$ cat src/rtl/uart_tx_scheduler.sv
// uart_tx_scheduler: round-robin two-requester UART transmitter paced by an external baudtick
module uart_tx_scheduler #(
  parameter int DATAWIDTH = 8,
  parameter int STOPBITS  = 1
) (
  input  logic                 clk,
  input  logic                 rst_n,
  input  logic                 baudtick,
  input  logic                 req0,
  input  logic [DATAWIDTH-1:0] data0,
  input  logic                 req1,
  input  logic [DATAWIDTH-1:0] data1,
  output logic                 ack0,
  output logic                 ack1,
  output logic                 tx,
  output logic                 busy
);
  localparam int BW = $clog2(DATAWIDTH + 1);
  typedef enum logic [1:0] {IDLE, START, DATA, STOP} state_t;
  state_t               state_q, state_d;
  logic [DATAWIDTH-1:0] shift_q, shift_d;
  logic [BW-1:0]        bit_q, bit_d;
  logic [1:0]           stop_q, stop_d;
  logic                 last_q, last_d;
  logic                 tx_q, tx_d;
  logic                 arb, gnt0, gnt1;
  always_comb begin
    arb     = rst_n && baudtick && (state_q == IDLE || (state_q == STOP && stop_q == 2'(STOPBITS)));
    gnt1    = arb && req1 && (!req0 || !last_q);
    gnt0    = arb && req0 && !gnt1;
    state_d = state_q;
    shift_d = shift_q;
    bit_d   = bit_q;
    stop_d  = stop_q;
    last_d  = last_q;
    tx_d    = tx_q;
    if (gnt0 || gnt1) begin
      state_d = START;
      shift_d = gnt1 ? data1 : data0;
      bit_d   = '0;
      stop_d  = '0;
      last_d  = gnt1;
      tx_d    = 1'b0;
    end else if (baudtick) begin
      case (state_q)
        START: begin
          tx_d    = shift_q[0];
          shift_d = shift_q >> 1;
          bit_d   = BW'(1);
          state_d = DATA;
        end
        DATA: begin
          tx_d    = bit_q == BW'(DATAWIDTH) ? 1'b1 : shift_q[0];
          shift_d = shift_q >> 1;
          bit_d   = bit_q == BW'(DATAWIDTH) ? '0 : bit_q + BW'(1);
          stop_d  = bit_q == BW'(DATAWIDTH) ? 2'd1 : stop_q;
          state_d = bit_q == BW'(DATAWIDTH) ? STOP : DATA;
        end
        STOP: begin
          stop_d  = stop_q == 2'(STOPBITS) ? 2'd0 : stop_q + 2'd1;
          state_d = stop_q == 2'(STOPBITS) ? IDLE : STOP;
        end
        default: ;
      endcase
    end
  end
  always_ff @(posedge clk) begin
    if (!rst_n) begin
      state_q <= IDLE;
      shift_q <= '0;
      bit_q   <= '0;
      stop_q  <= '0;
      last_q  <= 1'b1;
      tx_q    <= 1'b1;
    end else begin
      state_q <= state_d;
      shift_q <= shift_d;
      bit_q   <= bit_d;
      stop_q  <= stop_d;
      last_q  <= last_d;
      tx_q    <= tx_d;
    end
  end
  assign ack0 = gnt0;
  assign ack1 = gnt1;
  assign tx   = tx_q;
  assign busy = state_q != IDLE;
endmodule

$ cat config.mk
export PLATFORM = sky130hd
export DESIGN_NAME = uart_tx_scheduler
export DESIGN_NICKNAME = d
export VERILOG_FILES = /design/src/rtl/uart_tx_scheduler.sv
export SDC_FILE = /design/constraint.sdc
export NUM_CORES = 1
export LEC_CHECK = 0
export BUFFER_PORTS_ARGS = -buffer_cell sky130_fd_sc_hd__clkbuf_2
export CORE_ASPECT_RATIO = 0.75
export CORE_MARGIN = 2
export CORE_UTILIZATION = 26
export CTS_CLUSTER_DIAMETER = 30
export DETAILED_ROUTE_END_ITERATION = 7
export PLACE_DENSITY = 0.54
export RECOVER_POWER = 25
export SETUP_SLACK_MARGIN = 0.3
export SYNTH_ARGS = -nofsm -noshare
export SYNTH_HDL_FRONTEND = slang
export SYNTH_SLANG_ARGS = --single-unit
$ cat constraint.sdc
create_clock -name clk -period 4.7 [get_ports clk]
set_input_delay 0.47 -clock clk [delete_from_list [all_inputs] [get_ports clk]]
set_output_delay 0.47 -clock clk [all_outputs]
set_load 0.02 [all_outputs]
==> results of run 1 <==
==> synthesized netlist by cell type, drive strengths merged <==
library cell and count:
a211o 1, a211oi 4, a21boi 2, a21oi 7, a221oi 1, a311oi 2
a32oi 8, and2 1, and3b 2, buf 2, clkbuf 4, dfxtp 18
ha 7, inv 10, nand2 6, nand2b 3, nand3 1, nand3b 2
nand4 1, nor2 10, nor2b 2, o211a 7, o211ai 3, o21a 2
o21ai 7, o22ai 7, o31ai 1, or2 1, or4 1, xor2 1
==> registers in the layout, indices dropped and copies added, names as in the netlist <==
register  count
shift_q       8
bit_q         4
state_q       2
stop_q        2
last_q        1
tx            1
==> power by group <==
| group | internal, mW | total [mW] | switching [mW] | leakage, nW |
|---|---|---|---|---|
| sequential | 0.169 | 0.180 | 0.0107 | 0.147 |
| combinational | 0.0446 | 0.112 | 0.0679 | 0.405 |
| clock | 0.0569 | 0.105 | 0.0482 | 0.0216 |
==> area by class of cell <==
class,count,area [um2],area share [%]
Multi-Input combinational cell,90,641,50.6
Sequential cell,18,360,28.5
Timing Repair Buffer,24,118,9.29
Tap cell,55,68.8,5.43
Clock buffer,3,41.3,3.26
Inverter,10,37.5,2.96
==> logic make-up after synthesis <==
logic type / synth area share [%]
AOI/OAI and AO/OA: 36.1
and+or+nand+nor: 15.0
DFF: 33.5
buffers and inverters: 6.40
adders and majority gates: 8.15
xor gates and xnor gates: 0.815
==> through the flow <==
step	power (mW)	util, %	hold WS [ps]	std cells
finish	0.398	31.6	488	200
global route	0.426	31.6	519	200
CTS	0.401	31.8	479	200
detailed placement	0.297	30.8	471	197
global placement	0.293	30.8	451	197
floorplan	0.264	-	427	124
==> per-layer routing <==
metal	vias up	track usage (%)	routed length (um)
met5	-	0	0
met1	492	15.8	1310
met4	0	7.02	56
met2	25	20.9	1240
met3	6	4.38	141
li1	511	-	-
==> worst max-delay path, cell delays in order (launching register included) <==
cell	delay, ps
dfxtp_1	330
ha_1	280
and3b_1	220
o211ai_1	720
nor2_1	120
clkbuf_2	190
==> worst paths after layout <==
path                                start                      to  slack (ps)  cells after the start
setup / recovery  state_q[0]$_SDFFE_PN0P_                    ack0        2110                      5
hold / removal     stop_q[1]$_SDFFE_PP0P_  stop_q[1]$_SDFFE_PP0P_         490                      2
setup reg to reg  state_q[1]$_SDFFE_PP0P_   bit_q[0]$_SDFFE_PP0P_        2580                      5
hold reg to reg    stop_q[1]$_SDFFE_PP0P_  stop_q[1]$_SDFFE_PP0P_         490                      2
==> metrics.md, run 1 <==
| Metric | Value |
|---|---|
| Arrival @ worst endpoint | between 2000 and 2500 ps |
| Initial antenna violation count | 0 |
| Setup WS post-layout | 2110 ps |
| Vias per inst | approximately 5.2 |
| IO Port Bufs | 24 |
| Synth top area cells | dfxtp_1 34%, ha_1 8.1%, a32oi_1 6.5% |
| Remaining antenna violation count | 0 |
| Mapped Avg Cell Area | between 8 and 9 um2 |
| Crit path kind | reg2out |
| TritonCTS clock tree | yes |
| Minimum clock period | roughly 2600 ps |
| Highest-count cells in the layout ignoring fill and taps | 22 x clkbuf_2, 18 x dfxtp_1, 10 x nor2_1 |
| Synthesized cell area | around 1100 um2 |
| DR iter-0 viols | 82 |
| Die area | 4670 um2 |
| Max-slew violations | 0 |
| Post-Syn Instances | approximately 120 |
| Final Hold Viols | 0 |
| CTS buffer count | 3 |
| Worst Hold Class | reg2reg |
| Core Rows | 20 |
| Syn_nets | roughly 150 |
| Unrepaired setup endpoints after global routing | false |
| GP Congestion | ~0.78 |
| Tcrit/Tclk final | 55.0% |
| Yosys warning count | 0 |
| Remaining DRCs | 0 |
| Gr ovfl total | 0 |
| Crit path launch type | flop |
| Worst Setup End Kind | output port |
| DRT Pass-1 Iters | 4 |
| Most common cell after layout, fill and taps aside | clkbuf_2 |
| Yosys top cell area share | 33.5% |
| Final HPWL DP | 2010 um |
| Max-cap viol count | 0 |
| Final setup violation count | 0 |
| Core area | roughly 4000 um2 |
| Placed Area | 1230 um2 |
| Netlist cell types | 35 |
| Largest net degree at the start of global routing | 16 |
| Total track usage | a little over an eighth |
| Clock Latency Late Sink | approximately 250 ps |
| Slew margin rel. | about two fifths |
| Die height | roughly 60 um |
| # IOs | 25 |
| Sink Count | 18 |
| Layout cells sized above 1 | 20.7% |
| Slew @ Worst Pin | between 800 and 900 ps |
| Finished Cell Area | about 1300 um2 |
| CP required | about 4200 ps |
| PwrDens | ~310 nW/um2 |
| Maximum fanout along the worst path | 12 |
| Fillers | between 400 and 500 |
| Clock Path Buffers | 2 |
| # diodes | 0 |
| Achievable Freq | a little under 400 MHz |
| First-pass GRT wire length | about 4700 um |
| Vias in the first global route | roughly 1.0k |
| Leakage | between 0.5 and 0.6 nW |
| Register area share after synthesis | ~34% |
| CTS clk-pin slew, worst paths | ~60 ps |
| Number of synthesized register bits | 18 |
| Pre-CTS WS | between 2000 and 3000 ps |
| Synth area leader | dfxtp_1 |
| Final #Nets | 175 |
| Root Driver | clkbuf_8 |
| H-tree depth | 1 |
| Status | finished, final reports clean |
| Average wire per standard cell | 13.7 um |
| Hold buffers post-CTS | 0 |
| Starting Density | a little over a quarter |
| TNS Setup | 0 ps |
| Die extent in x | about 78 um |
| Routed wire length | about 2700 um |
| Vias | slightly above 1k |
| Post CTS Setup Buffer Count | 0 |
| Post-Route Skew | ~4.5 ps |
| Resized cells post-CTS | 0 |
| Area growth from synthesis to layout | 17.8% |
| VDD IR max | roughly 0.000093 V |
(Power assumes the default switching activity.)
==> run 2: changes to the inputs <==
--- a/config.mk
+++ b/config.mk
@@ -11,7 +11,7 @@
 export CORE_UTILIZATION = 26
 export CTS_CLUSTER_DIAMETER = 30
 export DETAILED_ROUTE_END_ITERATION = 7
-export PLACE_DENSITY = 0.54
+export PLACE_DENSITY = 0.56
 export RECOVER_POWER = 25
 export SETUP_SLACK_MARGIN = 0.3
 export SYNTH_ARGS = -nofsm -noshare
==> constraint.sdc (replaced) <==
create_clock -name clk -period 2.2 [get_ports clk]
set_input_delay 0.22 -clock clk [delete_from_list [all_inputs] [get_ports clk]]
set_output_delay 0.22 -clock clk [all_outputs]
set_load 0.02 [all_outputs]
==> run 2 against run 1 <==
Sequential power rose by 110%; design area increased by 4.2%; via count decreased by 2.2%; clock-buffer cell count increased by 1; clock skew is essentially flat; combinational power is 120% higher; register-to-register slack worse by 2100 ps; global-route usage down 1.1 points; first-iteration DRC count fell by 62%; clock power increased to 2.6 times the previous value; utilization grew 1.3 points; final cell count rose by 2.0%.
==> metrics.md, run 2 (synthesis gave the netlist of run 1 again) <==
| Metric | Value |
|---|---|
| Worst Setup End Kind | output port (unchanged) |
| Average wire per standard cell | 12.8 um (was 13.7 um) |
| Highest-count cells in the layout ignoring fill and taps | 22 x clkbuf_2, 18 x dfxtp_1, 10 x nor2_1 (unchanged) |
| Slew @ Worst Pin | 383 ps (was 894 ps) |
| TritonCTS clock tree | yes (unchanged) |
| Final #Nets | 178 (was 175) |
| CP required | 1980 ps (was 4230 ps) |
| Core Rows | 20 (unchanged) |
| Top Registers | shift_q x8, bit_q x4 (unchanged) |
| DR iter-0 viols | 31 (was 82) |
| Arrival @ worst endpoint | 1570 ps (was 2120 ps) |
| Layout cells sized above 1 | 24.2% (was 20.7%) |
| GP Congestion | 0.742 (was 0.780) |
| Finished Layout Cells | 204 (was 200) |
| Area growth from synthesis to layout | 22.7% (was 17.8%) |
| Slew margin rel. | 74.4% (was 40.1%) |
| VDD IR max | 0.000218 V (was 0.0000930 V) |
| Pre-CTS WS | 483 ps (was 2540 ps) |
| Remaining DRCs | 0 (unchanged) |
| # diodes | 0 (unchanged) |
| Initial antenna violation count | 0 (unchanged) |
| TNS Setup | 0 ps (unchanged) |
| Final Hold Viols | 0 (unchanged) |
| CTS buffer count | 3 (unchanged) |
| Unrepaired setup endpoints after global routing | false (unchanged) |
| Gr ovfl total | 0 (unchanged) |
| Vias per inst | 4.96 (was 5.17) |
| Core area | 4000 um2 (unchanged) |
| # IOs | 25 (unchanged) |
| Post-Route Skew | 5.01 ps (was 4.53 ps) |
| Sw Share | 31.1% (was 31.9%) |
| H-tree depth | 1 (unchanged) |
| Worst Hold Class | in2reg (was reg2reg) |
| Die area | 4670 um2 (unchanged) |
| Setup WS post-layout | 414 ps (was 2110 ps) |
| Final setup violation count | 0 (unchanged) |
| Top reg by flops | shift_q (unchanged) |
| Leakage | 0.595 nW (was 0.574 nW) |
| CTS clk-pin slew, worst paths | 70 ps (was 60 ps) |
| Sink Count | 18 (unchanged) |
| Max-cap viol count | 0 (unchanged) |
| Crit path kind | reg2out (unchanged) |
| Tcrit/Tclk final | 81.2% |
| Root Driver | clkbuf_8 (unchanged) |
| Inst Count DP | 199 (was 197) |
| Die height | 59.7 um (unchanged) |
| IO Port Bufs | 24 (unchanged) |
| Max reg flops | 8 (unchanged) |
| Max-slew violations | 0 (unchanged) |
| Design internal power | 0.624 mW (was 0.271 mW) |
| Minimum clock period | about 1800 ps |
| DRT Pass-1 Iters | 4 (unchanged) |
| Final HPWL DP | 1950 um (was 2010 um) |
| Clock Path Buffers | 2 (unchanged) |
| Starting Density | 26.8% (unchanged) |
| Critical Path, Cell by Cell | ha_2 > and3b_1 > o211ai_4 > nor2b_1 > clkbuf_2 (was ha_1 > and3b_1 > o211ai_1 > nor2_1 > clkbuf_2) |
| Achievable Freq | about 560 MHz |
| Die extent in x | 78.2 um (unchanged) |
| Remaining antenna violation count | 0 (unchanged) |
| First-pass GRT wire length | 4400 um (was 4730 um) |
| Slowest CP cell | dfxtp_1 (was o211ai_1) |
| Largest net degree at the start of global routing | 16 (unchanged) |
| Vias in the first global route | 977 (was 1,034) |
| Hold buffers post-CTS | 0 (unchanged) |
| Status | finished, final reports clean (unchanged) |
| Maximum fanout along the worst path | 8 (was 12) |
| Combinational share of power | 27.5% (was 28.3%) |
| Most common cell after layout, fill and taps aside | clkbuf_2 (unchanged) |
| Total track usage | 12.0% (was 13.1%) |
| Clock Latency Late Sink | 250 ps (about the same) |
| NetSw | 0.281 mW (was 0.127 mW) |
| Vias | 1,011 (was 1,034) |
| PwrDens | 686 nW/um2 (was 314 nW/um2) |
| Peak per-stage delay on the critical path | 380 ps (was 720 ps) |
| Routed wire length | 2610 um (was 2750 um) |
| Reg power frac | 42.3% (was 45.3%) |
| Crit path launch type | flop (unchanged) |
| Clock share of power | 30.1% (was 26.4%) |
-- run 2: cell count changes in the layout (fill, tap and decap cells not counted) --
cell,before,now
ha_1,7,6
buf_4,0,3
clkbuf_8,3,4
o211ai_4,0,1
o211ai_1,3,2
ha_2,0,1
-- run 2: layer usage --
| metal | wire length (um) | part of all wire [%] | up-vias | global-route usage [%] |
|---|---|---|---|---|
| li1 | - | - | 516 | - |
| met1 | 1270 | 49 | 479 | 15.5 |
| met2 | 1240 | 48 | 14 | 21.2 |
| met3 | 71 | 2.7 | 2 | 1.51 |
| met4 | 20 | 0.77 | 0 | 3.76 |
| met5 | 0 | 0 | - | 0 |
-- run 2: worst paths after layout --
check / from / end / slack [ps] / depth (start not counted)
min: data1[7] / shift_q[7]$_SDFFE_PN0P_ / 360 / 5
max: state_q[1]$_SDFFE_PP0P_ / ack1 / 410 / 5
max reg2reg: state_q[1]$_SDFFE_PP0P_ / tx$_SDFFE_PN1P_ / 510 / 6
min reg2reg: stop_q[1]$_SDFFE_PP0P_ / stop_q[1]$_SDFFE_PP0P_ / 460 / 2
-- run 2: power groups by stage --
stage	sequential, mW	clock (mW)	combinational (mW)
floorplan	0.390	0	0.175
global placement	0.390	0	0.239
detailed placement	0.390	0	0.244
CTS	0.383	0.279	0.251
global route	0.388	0.290	0.283
finish	0.383	0.273	0.249
-- run 2: cell type report --
cell class / count / area, um2
flip-flops and latches: 18 / 360
inverters: 10 / 37.5
well taps: 55 / 68.8
repair buffers: 27 / 140
multi-input cells: 90 / 657
clock buffers: 4 / 55.1
fillers: 441 / 2690
-- run 2: what timing repair did --
action                                  in CTS  in global routing
buffers inserted                             1                  0
gates resized for setup                      1                  1
pin swaps                                    1                  0
endpoints found under the setup margin       2                  2
endpoints found under the hold margin        0                  0
-- run 2: worst max-delay path: cells and delay by family (launching register included) --
kind | cells | cell delay [ps]
flops | 1 | 380
simple gates | 2 | 380
fa+ha+maj | 1 | 260
buf+inv | 1 | 170
compound gates | 1 | 120
-- run 2: through the flow --
| step | area, um2 | hold slack (ps) | power (mW) | utilization [%] |
|---|---|---|---|---|
| after floorplan | 1070 | 359 | 0.564 | - |
| after global placement | 1250 | 452 | 0.629 | 31.2 |
| final | 1320 | 355 | 0.905 | 32.9 |
| after detailed placement | 1250 | 456 | 0.634 | 31.2 |
| after CTS | 1320 | 353 | 0.913 | 32.9 |
| after global routing | 1320 | 385 | 0.962 | 32.9 |
==> run 3: changes to the inputs <==
==> constraint.sdc (replaced) <==
create_clock -name clk -period 1.47 [get_ports clk]
set_input_delay 0.147 -clock clk [delete_from_list [all_inputs] [get_ports clk]]
set_output_delay 0.147 -clock clk [all_outputs]
set_load 0.02 [all_outputs]
==> run 3 against run 2 <==
The flow now finishes with violations (negative setup slack); sequential cell count unchanged; sequential share of layout area down 5.6 points; worst setup slack worse by 570 ps; critical path type unchanged; highest routed layer unchanged; worst hold slack worse by 94 ps.
==> metrics.md, run 3 (synthesis gave the netlist of run 1 again) <==
| Metric | Value |
|---|---|
| Status | finished, violations left (was finished, final reports clean) |
| Failing checks | negative setup slack |
| Reg power frac | 36.4% (was 42.3%) |
| Core Util, Final | 42.5% (was 32.9%) |
| Max-cap viol count | 0 (unchanged) |
| Layout cells sized above 1 | 53.3% (was 24.2%) |
| IO Port Bufs | 24 (unchanged) |
| NetSw | 0.512 mW (was 0.281 mW) |
| CTS clk-pin slew, worst paths | 70 ps (about the same) |
| Vias per inst | 5.07 (was 4.96) |
| Worst Setup End Kind | output port (unchanged) |
| Total track usage | 13.1% (was 12.0%) |
| # IOs | 25 (unchanged) |
| Max reg flops | 8 (unchanged) |
| Slew @ Worst Pin | 384 ps (was 383 ps) |
| H-tree depth | 1 (unchanged) |
| Hold buffers post-CTS | 0 (unchanged) |
| Die height | 59.7 um (unchanged) |
| Unrepaired setup endpoints after global routing | true (was false) |
| Leakage | 0.740 nW (was 0.595 nW) |
| Average wire per standard cell | 14.1 um (was 12.8 um) |
| Max-slew violations | 0 (unchanged) |
| First-pass GRT wire length | 4780 um (was 4400 um) |
| Clock Latency Late Sink | 250 ps (about the same) |
| Critical Path, Cell by Cell | ha_4 > and3b_2 > o211ai_4 > buf_12 > nor2b_4 > buf_8 (was ha_2 > and3b_1 > o211ai_4 > nor2b_1 > clkbuf_2) |
| Crit path launch type | flop (unchanged) |
| Final HPWL DP | 2030 um (was 1950 um) |
| Most common cell after layout, fill and taps aside | clkbuf_2 (unchanged) |
| Finished Cell Area | 1700 um2 (was 1320 um2) |
| Placed Area | 1360 um2 (was 1250 um2) |
| Final Hold Viols | 0 (unchanged) |
| Top reg by flops | shift_q (unchanged) |
| Root Driver | clkbuf_8 (unchanged) |
| Clock share of power | 25.3% (was 30.1%) |
| TritonCTS clock tree | yes (unchanged) |
| Vias in the first global route | 1,083 (was 977) |
| Design internal power | 1.09 mW (was 0.624 mW) |
| Pre-CTS WS | -26.2 ps (was 483 ps) |
| Peak per-stage delay on the critical path | 360 ps (was 380 ps) |
| Post-Route Skew | 2.61 ps (was 5.01 ps) |
| Tcrit/Tclk final | 110% |
| Minimum clock period | 1620 ps |
| Finished Layout Cells | 224 (was 204) |
| Remaining antenna violation count | 0 (unchanged) |
| Final #Nets | 198 (was 178) |
| CP required | 1320 ps (was 1980 ps) |
| Achievable Freq | 617 MHz |
| Die area | 4670 um2 (unchanged) |
| Slowest CP cell | dfxtp_4 (was dfxtp_1) |
| Area growth from synthesis to layout | 58.4% (was 22.7%) |
| Core area | 4000 um2 (unchanged) |
| VDD IR max | 0.000312 V (was 0.000218 V) |
| Final setup violation count | 14 (was 0) |
| Routed wire length | 3160 um (was 2610 um) |
| Inst Count DP | 207 (was 199) |
| Highest-count cells in the layout ignoring fill and taps | 20 x clkbuf_2, 16 x buf_4, 14 x dfxtp_1 (was 22 x clkbuf_2, 18 x dfxtp_1, 10 x nor2_1) |
| Clock Path Buffers | 2 (unchanged) |
| Arrival @ worst endpoint | 1470 ps (was 1570 ps) |
| Starting Density | 26.8% (unchanged) |
| Sw Share | 32.0% (was 31.1%) |
| Setup WS post-layout | -152 ps (was 414 ps) |
| Gr ovfl total | 0 (unchanged) |
| Top Registers | shift_q x8, bit_q x4 (unchanged) |
| Combinational share of power | 38.3% (was 27.5%) |
| Vias | 1,135 (was 1,011) |
| DR iter-0 viols | 56 (was 31) |
| Largest net degree at the start of global routing | 13 (was 16) |
| GP Congestion | 0.764 (was 0.742) |
| Fillers | 380 (was 441) |
| Sink Count | 18 (unchanged) |
| Crit path kind | reg2out (unchanged) |
| Core Rows | 20 (unchanged) |
| CTS buffer count | 3 (unchanged) |
| Worst Hold Class | in2reg (unchanged) |
| Die extent in x | 78.2 um (unchanged) |
| Remaining DRCs | 0 (unchanged) |
| Slew margin rel. | 74.4% (about the same) |
| Initial antenna violation count | 0 (unchanged) |
| PwrDens | 940 nW/um2 (was 686 nW/um2) |
| # diodes | 0 (unchanged) |
| Maximum fanout along the worst path | 4 (was 8) |
| DRT Pass-1 Iters | 4 (unchanged) |
-- run 3: changes by cell type in the layout (fill, tap and decap cells not counted), sizes merged --
cell,change
buf,+23
clkbuf,-3
-- run 3: metal layers --
| layer | share of wire, % | global-route usage [%] | routed length (um) | up-vias |
|---|---|---|---|---|
| met2 | 51 | 21.8 | 1610 | 23 |
| li1 | - | - | - | 560 |
| met1 | 44 | 16.8 | 1400 | 550 |
| met3 | 4.1 | 3.63 | 129 | 2 |
| met4 | 0.66 | 3.76 | 21 | 0 |
| met5 | 0 | 0 | 0 | - |
-- run 3: what timing repair did --
item	4_1_cts	5_1_grt
buffers inserted	8	4
gates resized for setup	26	26
gates cloned	0	1
endpoints found under the setup margin	21	21
pin swaps	5	6
-- run 3: final timing paths --
| path | start | end | slack [ps] | depth (start not counted) |
|---|---|---|---|---|
| worst min-delay path | data1[7] | shift_q[7]$_SDFFE_PN0P_ | 260 | 5 |
| worst min register to register | stop_q[1]$_SDFFE_PP0P_ | stop_q[1]$_SDFFE_PP0P_ | 490 | 2 |
| worst max register to register | state_q[1]$_SDFFE_PP0P_ | bit_q[2]$_SDFFE_PP0P_ | -130 | 7 |
| worst max-delay path | state_q[0]$_SDFFE_PN0P_ | ack1 | -150 | 6 |
-- run 3: critical path: cells and delay by family (launching register included) --
kind / cells / cell delay (ps)
AOI/OAI and AO/OA: 1 / 190
DFF: 1 / 360
adders and majority gates: 1 / 150
and+or+nand+nor: 2 / 260
buffers and inverters: 2 / 260
-- run 3: final cells by class --
class | count | area, um2 | area share, %
Sequential cell | 18 | 370 | 21.7
Clock buffer | 4 | 55.1 | 3.23
Multi-Input combinational cell | 90 | 811 | 47.6
Timing Repair Buffer | 47 | 353 | 20.7
Inverter | 10 | 45.0 | 2.65
Tap cell | 55 | 68.8 | 4.04
-- run 3: power groups by stage --
stage | clock network, mW | logic (mW) | registers [mW]
CTS | 0.419 | 0.528 | 0.578
floorplan | 0 | 0.293 | 0.587
global route | 0.437 | 0.663 | 0.587
global placement | 0 | 0.420 | 0.586
detailed placement | 0 | 0.430 | 0.590
finish | 0.404 | 0.614 | 0.582
-- run 3: metrics by stage --
step | power [mW] | TNS, ps | hold WS [ps]
2_1_floorplan | 0.880 | 0 | 286
3_3_place_gp | 1.01 | 0 | 445
3_5_place_dp | 1.02 | -26.2 | 449
4_1_cts | 1.53 | -773 | 254
5_1_grt | 1.69 | -2000 | 305
6_report | 1.60 | -1190 | 261
